==> src/rtl/uart_tx.sv <==
// UART serial transmitter: start bit, 8 data bits MSB first, STOP_BITS stop bits; line idles high.
// Define UART_TX_PARITY_EN to insert an even-parity bit between the data and stop bits.
module uart_tx #(
  parameter int CLKS_PER_BIT = 1,
  parameter int STOP_BITS    = 1
) (
  input  logic       clk,
  input  logic       rst,
  input  logic       tx_start,
  input  logic [7:0] tx_data,
  output logic       tx,
  output logic       busy,
  output logic       done
);

  localparam int              BW        = (CLKS_PER_BIT < 2) ? 1 : $clog2(CLKS_PER_BIT + 1);
  localparam logic [BW-1:0]   BAUD_LAST = BW'(CLKS_PER_BIT - 1);
  localparam logic [2:0]      STOP_LAST = 3'(STOP_BITS - 1);

`ifdef UART_TX_PARITY_EN
  typedef enum logic [2:0] {IDLE, START, DATA, PARITY, STOP} state_t;
`else
  typedef enum logic [1:0] {IDLE, START, DATA, STOP} state_t;
`endif

  state_t          state_q, state_d;
  logic [7:0]      shift_q, shift_d;
  logic [2:0]      bit_q, bit_d;
  logic [BW-1:0]   baud_q, baud_d;
  logic            tx_q, tx_d;
  logic            busy_q, busy_d;
  logic            done_q, done_d;
  logic            tick;
`ifdef UART_TX_PARITY_EN
  logic            parity_q, parity_d;
`endif

  assign tick = (baud_q == BAUD_LAST);

  always_comb begin
    state_d = state_q;
    shift_d = shift_q;
    bit_d   = bit_q;
    done_d  = 1'b0;
`ifdef UART_TX_PARITY_EN
    parity_d = parity_q;
`endif
    baud_d  = (state_q == IDLE || tick) ? '0 : baud_q + 1'b1;

    case (state_q)
      IDLE: begin
        if (tx_start) begin
          shift_d = tx_data;
          bit_d   = 3'd0;
          state_d = START;
`ifdef UART_TX_PARITY_EN
          parity_d = ^tx_data;
`endif
        end
      end
      START: begin
        if (tick) begin
          state_d = DATA;
          bit_d   = 3'd0;
        end
      end
      DATA: begin
        if (tick) begin
          shift_d = {shift_q[6:0], 1'b0};
          // bit 7 is the terminal count; the counter is cleared rather than wrapped
          if (bit_q == 3'd7) begin
            bit_d   = 3'd0;
`ifdef UART_TX_PARITY_EN
            state_d = PARITY;
`else
            state_d = STOP;
`endif
          end else begin
            bit_d = bit_q + 3'd1;
          end
        end
      end
`ifdef UART_TX_PARITY_EN
      PARITY: begin
        if (tick) state_d = STOP;
      end
`endif
      STOP: begin
        if (tick) begin
          if (bit_q == STOP_LAST) begin
            state_d = IDLE;
            bit_d   = 3'd0;
            done_d  = 1'b1;
          end else begin
            bit_d = bit_q + 3'd1;
          end
        end
      end
      default: state_d = IDLE;
    endcase

    // Line level is derived from the next state so tx leaves a flop, glitch-free.
    case (state_d)
      START:   tx_d = 1'b0;
      DATA:    tx_d = shift_d[7];
`ifdef UART_TX_PARITY_EN
      PARITY:  tx_d = parity_d;
`endif
      default: tx_d = 1'b1;
    endcase
    busy_d = (state_d != IDLE);
  end

  always_ff @(posedge clk or posedge rst) begin
    if (rst) begin
      state_q  <= IDLE;
      shift_q  <= 8'd0;
      bit_q    <= 3'd0;
      baud_q   <= '0;
      tx_q     <= 1'b1;
      busy_q   <= 1'b0;
      done_q   <= 1'b0;
`ifdef UART_TX_PARITY_EN
      parity_q <= 1'b0;
`endif
    end else begin
      state_q  <= state_d;
      shift_q  <= shift_d;
      bit_q    <= bit_d;
      baud_q   <= baud_d;
      tx_q     <= tx_d;
      busy_q   <= busy_d;
      done_q   <= done_d;
`ifdef UART_TX_PARITY_EN
      parity_q <= parity_d;
`endif
    end
  end

  assign tx   = tx_q;
  assign busy = busy_q;
  assign done = done_q;

endmodule

==> config.mk <==
export PLATFORM = sky130hd
export DESIGN_NAME = uart_tx
export DESIGN_NICKNAME = d
export VERILOG_FILES = /design/src/rtl/uart_tx.sv
export SDC_FILE = /design/constraint.sdc
export NUM_CORES = 1
export LEC_CHECK = 0
export CAP_MARGIN = 40
export CORE_UTILIZATION = 51
export DETAILED_ROUTE_END_ITERATION = 8
export GPL_TIMING_DRIVEN = 1
export MAX_ROUTING_LAYER = met4
export PLACE_DENSITY = 0.84
export SYNTH_ARGS = -nofsm -noshare
export SYNTH_HDL_FRONTEND = slang
export SYNTH_SLANG_ARGS = --single-unit
==> constraint.sdc <==
create_clock -name clk -period 2.1 [get_ports clk]
set_clock_uncertainty 0.2 [all_clocks]
set_input_delay 0.42 -clock clk [delete_from_list [all_inputs] [get_ports clk]]
set_output_delay 0.42 -clock clk [all_outputs]
set_load 0.1 [all_outputs]
-- After elaboration in Yosys (flattened, before gate mapping)
Cells that the tools add are included.
W data, S select, Z words.
- register bits: 17
- input bits: 11
- logic and storage cells: 50
- $add $sub $neg: 2
- eq/ne operators: 10
- muxes and demuxes: 22
- bitwise gates (word level): 1
- reductions and logical operators: 7
- operators with widths (kind ; count):
    $mux W3 ; 6
    $mux W8 ; 2
    $pmux W8 S2 ; 1
    $mux W2 ; 6
    $pmux W3 S4 ; 1
    $ne A2 B2 Y1 const B ; 4
    $pmux W2 S4 ; 1
    $eq A2 B2 Y1 const B ; 3
    $eq A2 B1 Y1 const B ; 2
    $mux W1 ; 4
    $reduce_and A4 Y1 ; 1
    $reduce_bool A2 Y1 ; 2
    $add A3 B1 Y3 const B ; 1
    $eq A3 B3 Y1 const B ; 1
    $logic_not A3 Y1 ; 1
    $reduce_and A3 Y1 ; 1
    $logic_not A2 Y1 ; 1
    $pmux W1 S2 ; 1
    $add A1 B1 Y1 const B ; 1
    $logic_or A1 B1 Y1 ; 1
    $not A1 Y1 ; 1

-- Logic depth before layout (Yosys ltp)
Gate-level depths: netlist of the first run.
- depth in word-level cells: 6
- mapped depth: 5

-- Worst setup path before layout of the first run
OpenSTA, ideal clock, no wires.
- path type: register -> register
- start point: register bit_q[0]
- end point: register state_q[0]
- setup time: 0.126 ns
- arrival time: 1.221 ns
- slack: 0.553 ns
- stages on the path, launching flop included: 5
- path buffers: 0
- clock period less this slack: 1.547 ns
- cells stage by stage: dfrtp_1 > ha_1 > ha_1 > a22o_1 > a221o_1
- longest elaborated chain between the ends: 4
- elaborated cells between the ends (all ways): 7
- ends and longest elaborated chain (item ; line ; RTL):
    from (decl) ; 28 ; logic [2:0] bit_q, bit_d;
    from (signal assigned) ; 129 ; bit_q <= bit_d;
    $eq A3 B3 Y1 or $logic_not A3 Y1 (tied branches) ; 71, 90 ;
    $mux W2 (on tied branches) ; 71, 90 ;
    $mux W2 (on tied branches) ; 68, 89 ;
    $pmux W2 S4 (*) ; 50 ; case (state_q)
    named net state_d[0] ; 26 ; state_t state_q, state_d;
    to (signal assigned) ; 127 ; state_q <= state_d;
    to (decl) ; 26 ;
The timed path passes the listed nets; every way through them passes the cells marked *.
A chain may end at the register's enable or synchronous reset.

-- Worst setup path after layout of the first run
- start point: register state_q[0]
- end point: register shift_q[3]
- longest elaborated chain between the ends: 3
- elaborated cells between the ends (all ways): 7
- ends and longest elaborated chain (item ; line ; RTL):
    $eq A2 B2 Y1 or $logic_not A2 Y1 (tied branches) ; 50 ;
    $ne A2 B2 Y1 (no line) or $reduce_bool A2 Y1 (tied branches) ; -- ;
    $reduce_and A3 Y1 (no line) ; -- ;
    to (signal assigned) ; 128 ; shift_q <= shift_d;
    to (decl) ; 27 ; logic [7:0] shift_q, shift_d;
Several ways; a longest one is shown, not always the timed one.

==> results of run 1 <==
cell usage in the layout, fill, tap and decap left out, types with 2 or more instances in the layout:
cell             count
a21oi_1              4
nand2_1              2
buf_4                6
a22o_1               3
nor3_1               2
dfrtp_1             16
inv_1                6
a21o_1               6
ha_1                 3
nor3b_4              3
nor2_1               7
clkbuf_4             3
nand2b_1             2
a22o_2               5
clkdlybuf4s50_1     10
per-layer routing:
metal  track usage  vias to the layer above
met5             -                        -
met4        0.1212                        0
met3       0.06122                        2
met2        0.3147                       23
met1        0.2320                      326
li1              -                      323
power breakdown:
group / switching (mW) / total (mW) / internal, mW / leakage, nW
registers: 0.152 / 0.617 / 0.466 / 0.208
logic: 0.391 / 0.728 / 0.337 / 0.322
clock network: 0.0982 / 0.172 / 0.0738 / 0.0150
how the worst max path moves through the flow:
stage / startpoint / endpoint / slack [ns] / cells after the start
floorplan: bit_q[0] / state_q[0] / 0.55 / 4
global placement: tx_start / shift_q[1] / 0.18 / 5
detailed placement: tx_start / shift_q[3] / 0.15 / 5
CTS: state_q[0] / shift_q[3] / 0.38 / 4
global route: state_q[1] / shift_q[0] / 0.29 / 3
finish: state_q[0] / shift_q[3] / 0.38 / 4
cell families (layout without fill, tap and decap cells):
| family | count (synthesis) | count (layout) | share of synthesized area |
|---|---|---|---|
| multiplexers | 1 | 1 | 0.01105 |
| buffers and inverters | 9 | 27 | 0.05524 |
| AO/OA/AOI/OAI | 27 | 27 | 0.2348 |
| flip-flops | 17 | 17 | 0.4710 |
| adder cells (fa/ha/maj) | 3 | 3 | 0.04144 |
| other | 1 | 1 | 0.004140 |
| AND/OR/NAND/NOR | 22 | 22 | 0.1823 |
cell type report:
class,count,area (µm²),share of cell area
clock buffers,4,26.28,0.02411
inverters,6,22.52,0.02067
multi-input cells,54,429.2,0.3938
flip-flops and latches,17,426.7,0.3915
well taps,16,20.02,0.01837
repair buffers,17,165.2,0.1515
through the flow:
| step | cells | hold slack, ns |
|---|---|---|
| after floorplan | 80 | 0.1453 |
| after global placement | 110 | 0.2610 |
| after detailed placement | 110 | 0.2677 |
| after CTS | 114 | 0.2236 |
| after global routing | 114 | 0.2277 |
| final | 114 | 0.2229 |
registers in the layout (all words and copies together), names as in the netlist:
signal and cells:
shift_q 8, bit_q 3, state_q 2, baud_q 1
busy 1, done 1, tx 1
worst register-to-register path, cell delays in order (launching register included):
cell     delay (ns)
dfrtp_1        0.71
nor3b_4        0.12
buf_4          0.18
a22o_2         0.25
a21o_1         0.16
==> impl_metrics.ini, run 1 <==
[synth]
netlist.area_leader.share = 0.4420
synth-seq-cells = 17
async_reset_ff_frac = 1.000
synth_area_leaders = dfrtp_1 44%, nor3b_4 6.2%, a22o_2 5.5%, a21o_1 5.0%, ha_1 4.1%
syn_area_per_cell_um2 = 11.32
syn-num-nets = 94
synth_edf_count = 0
ys_seq_area_frac = 0.4710
yosys-top-cells-count = 16 x dfrtp_1, 7 x nor2_1, 6 x a21o_1, 6 x inv_1, 5 x a22o_2
netlist_instances = 80
syn_area_um2 = 905.9
synth_most_common_cell = dfrtp_1
yosys.area.top_type = dfrtp_1
ys_warn_count = 0
synth_cell_types = 32
synthFlopType = dfrtp_1

[sta]
max_freq_mhz = 582.1
setup_tns_ns = 0
max_slew.worst_pin.slew_ns = 0.5629
setup_viol = 0
relSlewSlack = 0.6247
final.setup.worst_slack_ns = 0.3820
fin_crit_sh = 0.8181
timing.final.hold_violations = 0
min_period_ns = 1.718
finalMaxSlewViolations = 0
grt_setup_unrepaired = no

[floorplanning]
die_area_mm2 = 0.001949
rows = 14
core_mm2 = 0.001577
pin_count = 14
die_h_um = 44.15
chipWidth_um = 44.15
start_util = 0.5746

[drt]
drt-met1-wl_um = 697
vias = 674
vias_per_cell = 5.912
dr.pass1.iters = 6
drtAntennaViolNets = 0
wl_per_cell_um = 14.31
drc = 0
wl_met2_um = 843
top_layer_used = met4
drtIter0Drc = 15
finalWirelength_mm = 1.631
route.met3.wl_um = 80

[cts]
hold_buffers = 0
cts_setup_buffers = 0
clkTransAtPathRegs_ns = 0.09
numCtsBuffers = 3
clk_path_buf_depth = 2
cts_tree = yes
cts_num_sinks = 17
cts.htree.levels = 1
root_buffer = clkbuf_4
cts_resized = 0
insertion_delay_ns = 0.29

[global_routing]
grt_use_total = 0.2036
gr-total-overflow = 0
antenna_found_initial = 0
grt_pass1_wl_mm = 2.691
grt_max_degree = 18
grt_pass1_vias = 645

[setup_path]
cp_data_arrival_time_ns = 1.70
cp_cell_sequence = nor3b_4 -> buf_4 -> a22o_2 -> a21o_1
start_kind = flop
required_ns = 2.09
crit_buf_inv = 1
r2r_start = state_q[0]
r2r_slack_ns = 0.38
reg2reg_to = shift_q[3]
critPathCaptureType = flop
critPathSlowestCell = dfrtp_1
max_stage_delay_ns = 0.71
cpLargestDelayFamily = flip-flops
cp_max_fo = 14
worstSetupPathType = reg2reg
reg2reg_depth = 4

[finish]
area_growth_pct = 20.30
layout-drive-gt1-share = 0.2245
utilization = 0.6913
fill_cells = 123
finalInstanceArea_mm2 = 0.001090
nets = 113
antenna_cells = 0

[hold_path]
min-delay-path-class = in2async

[placement]
io_buffers = 13
gp_congestion = 0.8289
place_worst_setup_slack_ns = 0.1483
dp_hpwl_mm = 1.216
postPlaceCellArea_mm2 = 0.001064

[pwr]
finalPower_mw = 1.518
power_leakage_nw = 0.5449
ir_drop_uv = 758.1
power_density_mw_per_mm2 = 1393

[run]
cap_violations = 0

[status]
status = complete, no violations
Power figures use the tool's default switching activity.
==> run 2: changes to the inputs <==
--- a/config.mk
+++ b/config.mk
@@ -6,11 +6,11 @@
 export NUM_CORES = 1
 export LEC_CHECK = 0
 export CAP_MARGIN = 40
-export CORE_UTILIZATION = 51
+export CORE_UTILIZATION = 46
 export DETAILED_ROUTE_END_ITERATION = 8
 export GPL_TIMING_DRIVEN = 1
 export MAX_ROUTING_LAYER = met4
-export PLACE_DENSITY = 0.84
+export PLACE_DENSITY = 0.81
 export SYNTH_ARGS = -nofsm -noshare
 export SYNTH_HDL_FRONTEND = slang
 export SYNTH_SLANG_ARGS = --single-unit
==> constraint.sdc (replaced) <==
create_clock -name clk -period 1.5 [get_ports clk]
set_clock_uncertainty 0.2 [all_clocks]
set_input_delay 0.3 -clock clk [delete_from_list [all_inputs] [get_ports clk]]
set_output_delay 0.3 -clock clk [all_outputs]
set_load 0.1 [all_outputs]
==> run 2 against run 1 <==
Total power rose by 59%. Fmax up 9.7%. The run now ends with negative setup slack left. Sequential share of layout area decreased by 5.1 points. Critical path type unchanged. Non-clock buffer count increased by 10. Highest routed layer unchanged. Setup slack worse by 0.45 ns. Largest power group unchanged. Critical path depth did not move. Design area increased by 15%.
==> impl_metrics.ini, run 2 (synthesis results as in run 1) <==
[floorplanning]
die_area_mm2 = 0.002151
start_util = 0.5081
pin_count = 14
core_mm2 = 0.001783
rows = 15
die_h_um = 46.38
chipWidth_um = 46.38

[hold_path]
min-delay-path-class = in2async

[finish]
fin_cells = 133
nets = 123
layout-drive-gt1-share = 0.3426
final_cell_mix = 16 x dfrtp_1, 13 x buf_4, 9 x clkdlybuf4s50_1, 7 x nor2_1, 6 x a21o_1
final_common_cell = dfrtp_1
antenna_cells = 0
largest_register_ffs = 8
largest_register = shift_q
top_regs = shift_q x8, bit_q x3, state_q x2
area_growth_pct = 38.12
utilization = 0.7018

[sta]
whs_ns = 0.1147
max_freq_mhz = 638.8
final.setup.worst_slack_ns = -0.06549
min_period_ns = 1.565
grt_setup_unrepaired = yes
timing.final.hold_violations = 0
fin_crit_sh = 1.044
finalMaxSlewViolations = 0
setup_tns_ns = -0.1684
setup_viol = 10

[global_routing]
grt_pass1_wl_mm = 2.925
grt_max_degree = 18
gr-total-overflow = 0
grt_use_total = 0.2109
grt_pass1_vias = 657
antenna_found_initial = 0

[setup_path]
reg2reg_depth = 4
critPathSlowestCell = dfrtp_1
endpoint = state_q[0]
crit_buf_inv = 0
critPathCaptureType = flop
cp_max_fo = 4
max_stage_delay_ns = 0.41
required_ns = 1.48
setup.worst_path.start = bit_q[1]
cp_data_arrival_time_ns = 1.55
r2r_slack_ns = -0.07
cp.depth = 4
start_kind = flop
worstSetupPathType = reg2reg
cp_cell_sequence = ha_2 -> ha_4 -> a22o_1 -> a221o_1
cpLargestDelayFamily = compound AO/OA/AOI/OAI gates
r2r_start = bit_q[1]
reg2reg_to = state_q[0]

[pwr]
power_leakage_nw = 0.6060
power.internal_mw = 1.430
p_sw_mw = 0.9780
pwr-share-seq = 0.348
ir_drop_uv = 1138
clockPowerShare = 0.100
comb_power_share = 0.552
netSwitchingFraction = 0.4062
power_density_mw_per_mm2 = 1924

[cts]
insertion_delay_ns = 0.29
root_buffer = clkbuf_4
clkTransAtPathRegs_ns = 0.09
cts.htree.levels = 1
cts_tree = yes
cts_setup_buffers = 0
numCtsBuffers = 3
cts_num_sinks = 17
clk_path_buf_depth = 2

[placement]
dp_cells = 129
io_buffers = 13
gp_congestion = 0.8497
dp_hpwl_mm = 1.375

[drt]
drtIter0Drc = 16
wl_per_cell_um = 13.82
vias_per_cell = 5.398
drc = 0
vias = 718
dr.pass1.iters = 4
finalWirelength_mm = 1.838
drtAntennaViolNets = 0

[status]
status = finished, violations left
failed_checks = negative setup slack

[run]
cap_violations = 0
-- run 2: layer usage --
metal / global-route usage / up-vias / part of all wire
met3: 0.05882 / 4 / 0.047
met1: 0.2321 / 352 / 0.43
met5: - / - / 0
li1: - / 342 / -
met4: 0.08824 / 0 / 0.014
met2: 0.3528 / 20 / 0.50
-- run 2: worst min-delay path by stage --
stage	start	to	slack (ns)
final	rst	baud_q	0.11
after CTS	rst	bit_q[0]	0.11
after detailed placement	shift_q[4]	shift_q[4]	0.27
after floorplan	rst	baud_q	0.03
after global placement	shift_q[3]	shift_q[3]	0.26
after global routing	rst	bit_q[0]	0.14
-- run 2: worst reg2reg max path, stage by stage, from the launching register on --
cell and delay, ns:
dfrtp_1 0.41, ha_2 0.20, ha_4 0.18, a22o_1 0.19, a221o_1 0.28
-- run 2: per-stage QoR --
stage | cell area [µm²] | total power [mW] | setup WS, ns
after floorplan | 923.4 | 1.689 | 0.003704
after global placement | 1205 | 2.087 | -0.3333
after detailed placement | 1205 | 2.143 | -0.3720
after CTS | 1245 | 2.412 | -0.05781
after global routing | 1251 | 2.564 | -0.1089
final | 1251 | 2.408 | -0.06549
-- run 2: power groups by stage --
stage	clock [mW]	combinational [mW]	sequential [mW]
floorplan	0	0.693	0.996
global placement	0	1.26	0.828
detailed placement	0	1.31	0.834
CTS	0.253	1.33	0.833
global route	0.274	1.43	0.857
finish	0.241	1.33	0.838
-- run 2: area by class of cell --
type	instances	area, µm²
fill	124	531.8
clock buffer	4	26.28
timing repair buffer	27	276.5
sequential	17	426.7
inverter	6	22.52
tap	25	31.28
multi-input combinational	54	467.9
-- run 2: repair_timing --
action	4_1_cts	5_1_grt
setup endpoints to repair	11	16
hold buffers	0	0
resized for setup	3	2
pin swaps	2	2
==> run 3: changes to the inputs <==
--- a/config.mk
+++ b/config.mk
@@ -6,11 +6,13 @@
 export NUM_CORES = 1
 export LEC_CHECK = 0
 export CAP_MARGIN = 40
+export CORE_MARGIN = 3
 export CORE_UTILIZATION = 46
 export DETAILED_ROUTE_END_ITERATION = 8
 export GPL_TIMING_DRIVEN = 1
 export MAX_ROUTING_LAYER = met4
 export PLACE_DENSITY = 0.81
+export SKIP_CTS_REPAIR_TIMING = 1
 export SYNTH_ARGS = -nofsm -noshare
 export SYNTH_HDL_FRONTEND = slang
 export SYNTH_SLANG_ARGS = --single-unit
==> run 3 against run 2 <==
The flow still finishes with violations (negative setup slack). Core utilization shrank 1.5 points. Register-to-register slack barely moved. Critical path depth is the same. Non-clock buffer count shrank 3. Critical endpoint unchanged.
==> impl_metrics.ini, run 3 (synthesis results as in run 1) <==
[status]
status = finished, violations left
failed_checks = negative setup slack

[hold_path]
min-delay-path-class = in2async

[drt]
vias_per_cell = 5.315
drtIter0Drc = 12
drtAntennaViolNets = 0
drc = 0
dr.pass1.iters = 4
finalWirelength_mm = 1.863
vias = 691
wl_per_cell_um = 14.33

[global_routing]
grt_max_degree = 18
gr-total-overflow = 0
grt_use_total = 0.1747
grt_pass1_wl_mm = 3.167
antenna_found_initial = 0
grt_pass1_vias = 679

[finish]
top_regs = shift_q x8, bit_q x3, state_q x2
fin_cells = 130
utilization = 0.6870
layout-drive-gt1-share = 0.3333
antenna_cells = 0
largest_register = shift_q
final_common_cell = dfrtp_1
area_growth_pct = 35.22
nets = 120
final_cell_mix = 15 x dfrtp_1, 10 x buf_4, 9 x clkdlybuf4s50_1, 7 x nor2_1
largest_register_ffs = 8

[floorplanning]
rows = 15
pin_count = 14
chipWidth_um = 50.38
die_area_mm2 = 0.002538
die_h_um = 50.38
core_mm2 = 0.001783
start_util = 0.5081

[setup_path]
r2r_slack_ns = -0.06
required_ns = 1.49
reg2reg_to = state_q[0]
reg2reg_depth = 4
start_kind = flop
cp_max_fo = 4
cp_data_arrival_time_ns = 1.54
r2r_start = bit_q[1]
critPathCaptureType = flop
worstSetupPathType = reg2reg

[pwr]
power.internal_mw = 1.409
pwr-share-seq = 0.352
netSwitchingFraction = 0.4111
clockPowerShare = 0.103
finalPower_mw = 2.393
p_sw_mw = 0.9838
power_leakage_nw = 0.5970
comb_power_share = 0.545
ir_drop_uv = 1016
power_density_mw_per_mm2 = 1953

[sta]
grt_setup_unrepaired = yes
final.setup.worst_slack_ns = -0.05755
timing.final.hold_violations = 0
min_period_ns = 1.558
max_freq_mhz = 642.0
setup_viol = 2
finalMaxSlewViolations = 0
fin_crit_sh = 1.038

[cts]
clkTransAtPathRegs_ns = 0.10
cts_tree = yes
root_buffer = clkbuf_4
cts.htree.levels = 1
clk_path_buf_depth = 2
cts_num_sinks = 17
insertion_delay_ns = 0.29
numCtsBuffers = 3

[placement]
dp_cells = 126
gp_congestion = 0.7390
dp_hpwl_mm = 1.396
io_buffers = 13

[run]
cap_violations = 0
-- run 3: critical path: stages, from the launching register on --
cell,delay (ns)
dfrtp_1,0.39
ha_2,0.20
ha_4,0.17
a22o_1,0.20
a221o_1,0.28
-- run 3: area by class of cell --
class | count | area (µm²)
Clock buffer | 3 | 22.52
Multi-Input combinational cell | 54 | 466.7
Clock inverter | 1 | 5.005
Fill cell | 155 | 558.0
Inverter | 6 | 22.52
Sequential cell | 17 | 427.9
Tap cell | 25 | 31.28
Timing Repair Buffer | 24 | 249.0
-- run 3: per-layer routing --
| layer | routed length, µm | GRT usage | up-vias |
|---|---|---|---|
| met5 | 0 | - | - |
| met4 | 48 | 0.09417 | 0 |
| met3 | 55 | 0.02374 | 5 |
| met2 | 949 | 0.2783 | 14 |
| met1 | 809 | 0.2147 | 337 |
| li1 | - | - | 335 |
-- run 3: power groups by stage --
stage	Combinational [mW]	Clock, mW	Sequential (mW)
after floorplan	0.693	0	0.996
after global placement	1.23	0	0.824
after detailed placement	1.28	0	0.844
after CTS	1.29	0.257	0.835
after global routing	1.42	0.287	0.863
final	1.30	0.247	0.842
-- run 3: through the flow --
stage	TNS [ns]	worst slack (ns)	hold WS (ns)	cell area, µm²
5_1_grt	-0.5733	-0.09799	0.1409	1225
4_1_cts	-0.6052	-0.09217	0.1009	1197
3_3_place_gp	-3.480	-0.3402	0.2599	1170
2_1_floorplan	0	0.003704	0.02534	923.4
3_5_place_dp	-3.775	-0.3737	0.2660	1170
6_report	-0.09096	-0.05755	0.1012	1225
-- run 3: worst max path at each step --
stage             start    endpoint  slack [ns]  cells past startpoint
2_1_floorplan  bit_q[0]  state_q[0]       0.004                      4
3_3_place_gp   tx_start  shift_q[5]       -0.34                      5
3_5_place_dp   tx_start  shift_q[0]       -0.37                      5
4_1_cts        bit_q[0]          tx       -0.09                      5
5_1_grt        bit_q[1]  state_q[0]        -0.1                      4
6_report       bit_q[1]  state_q[0]       -0.06                      4
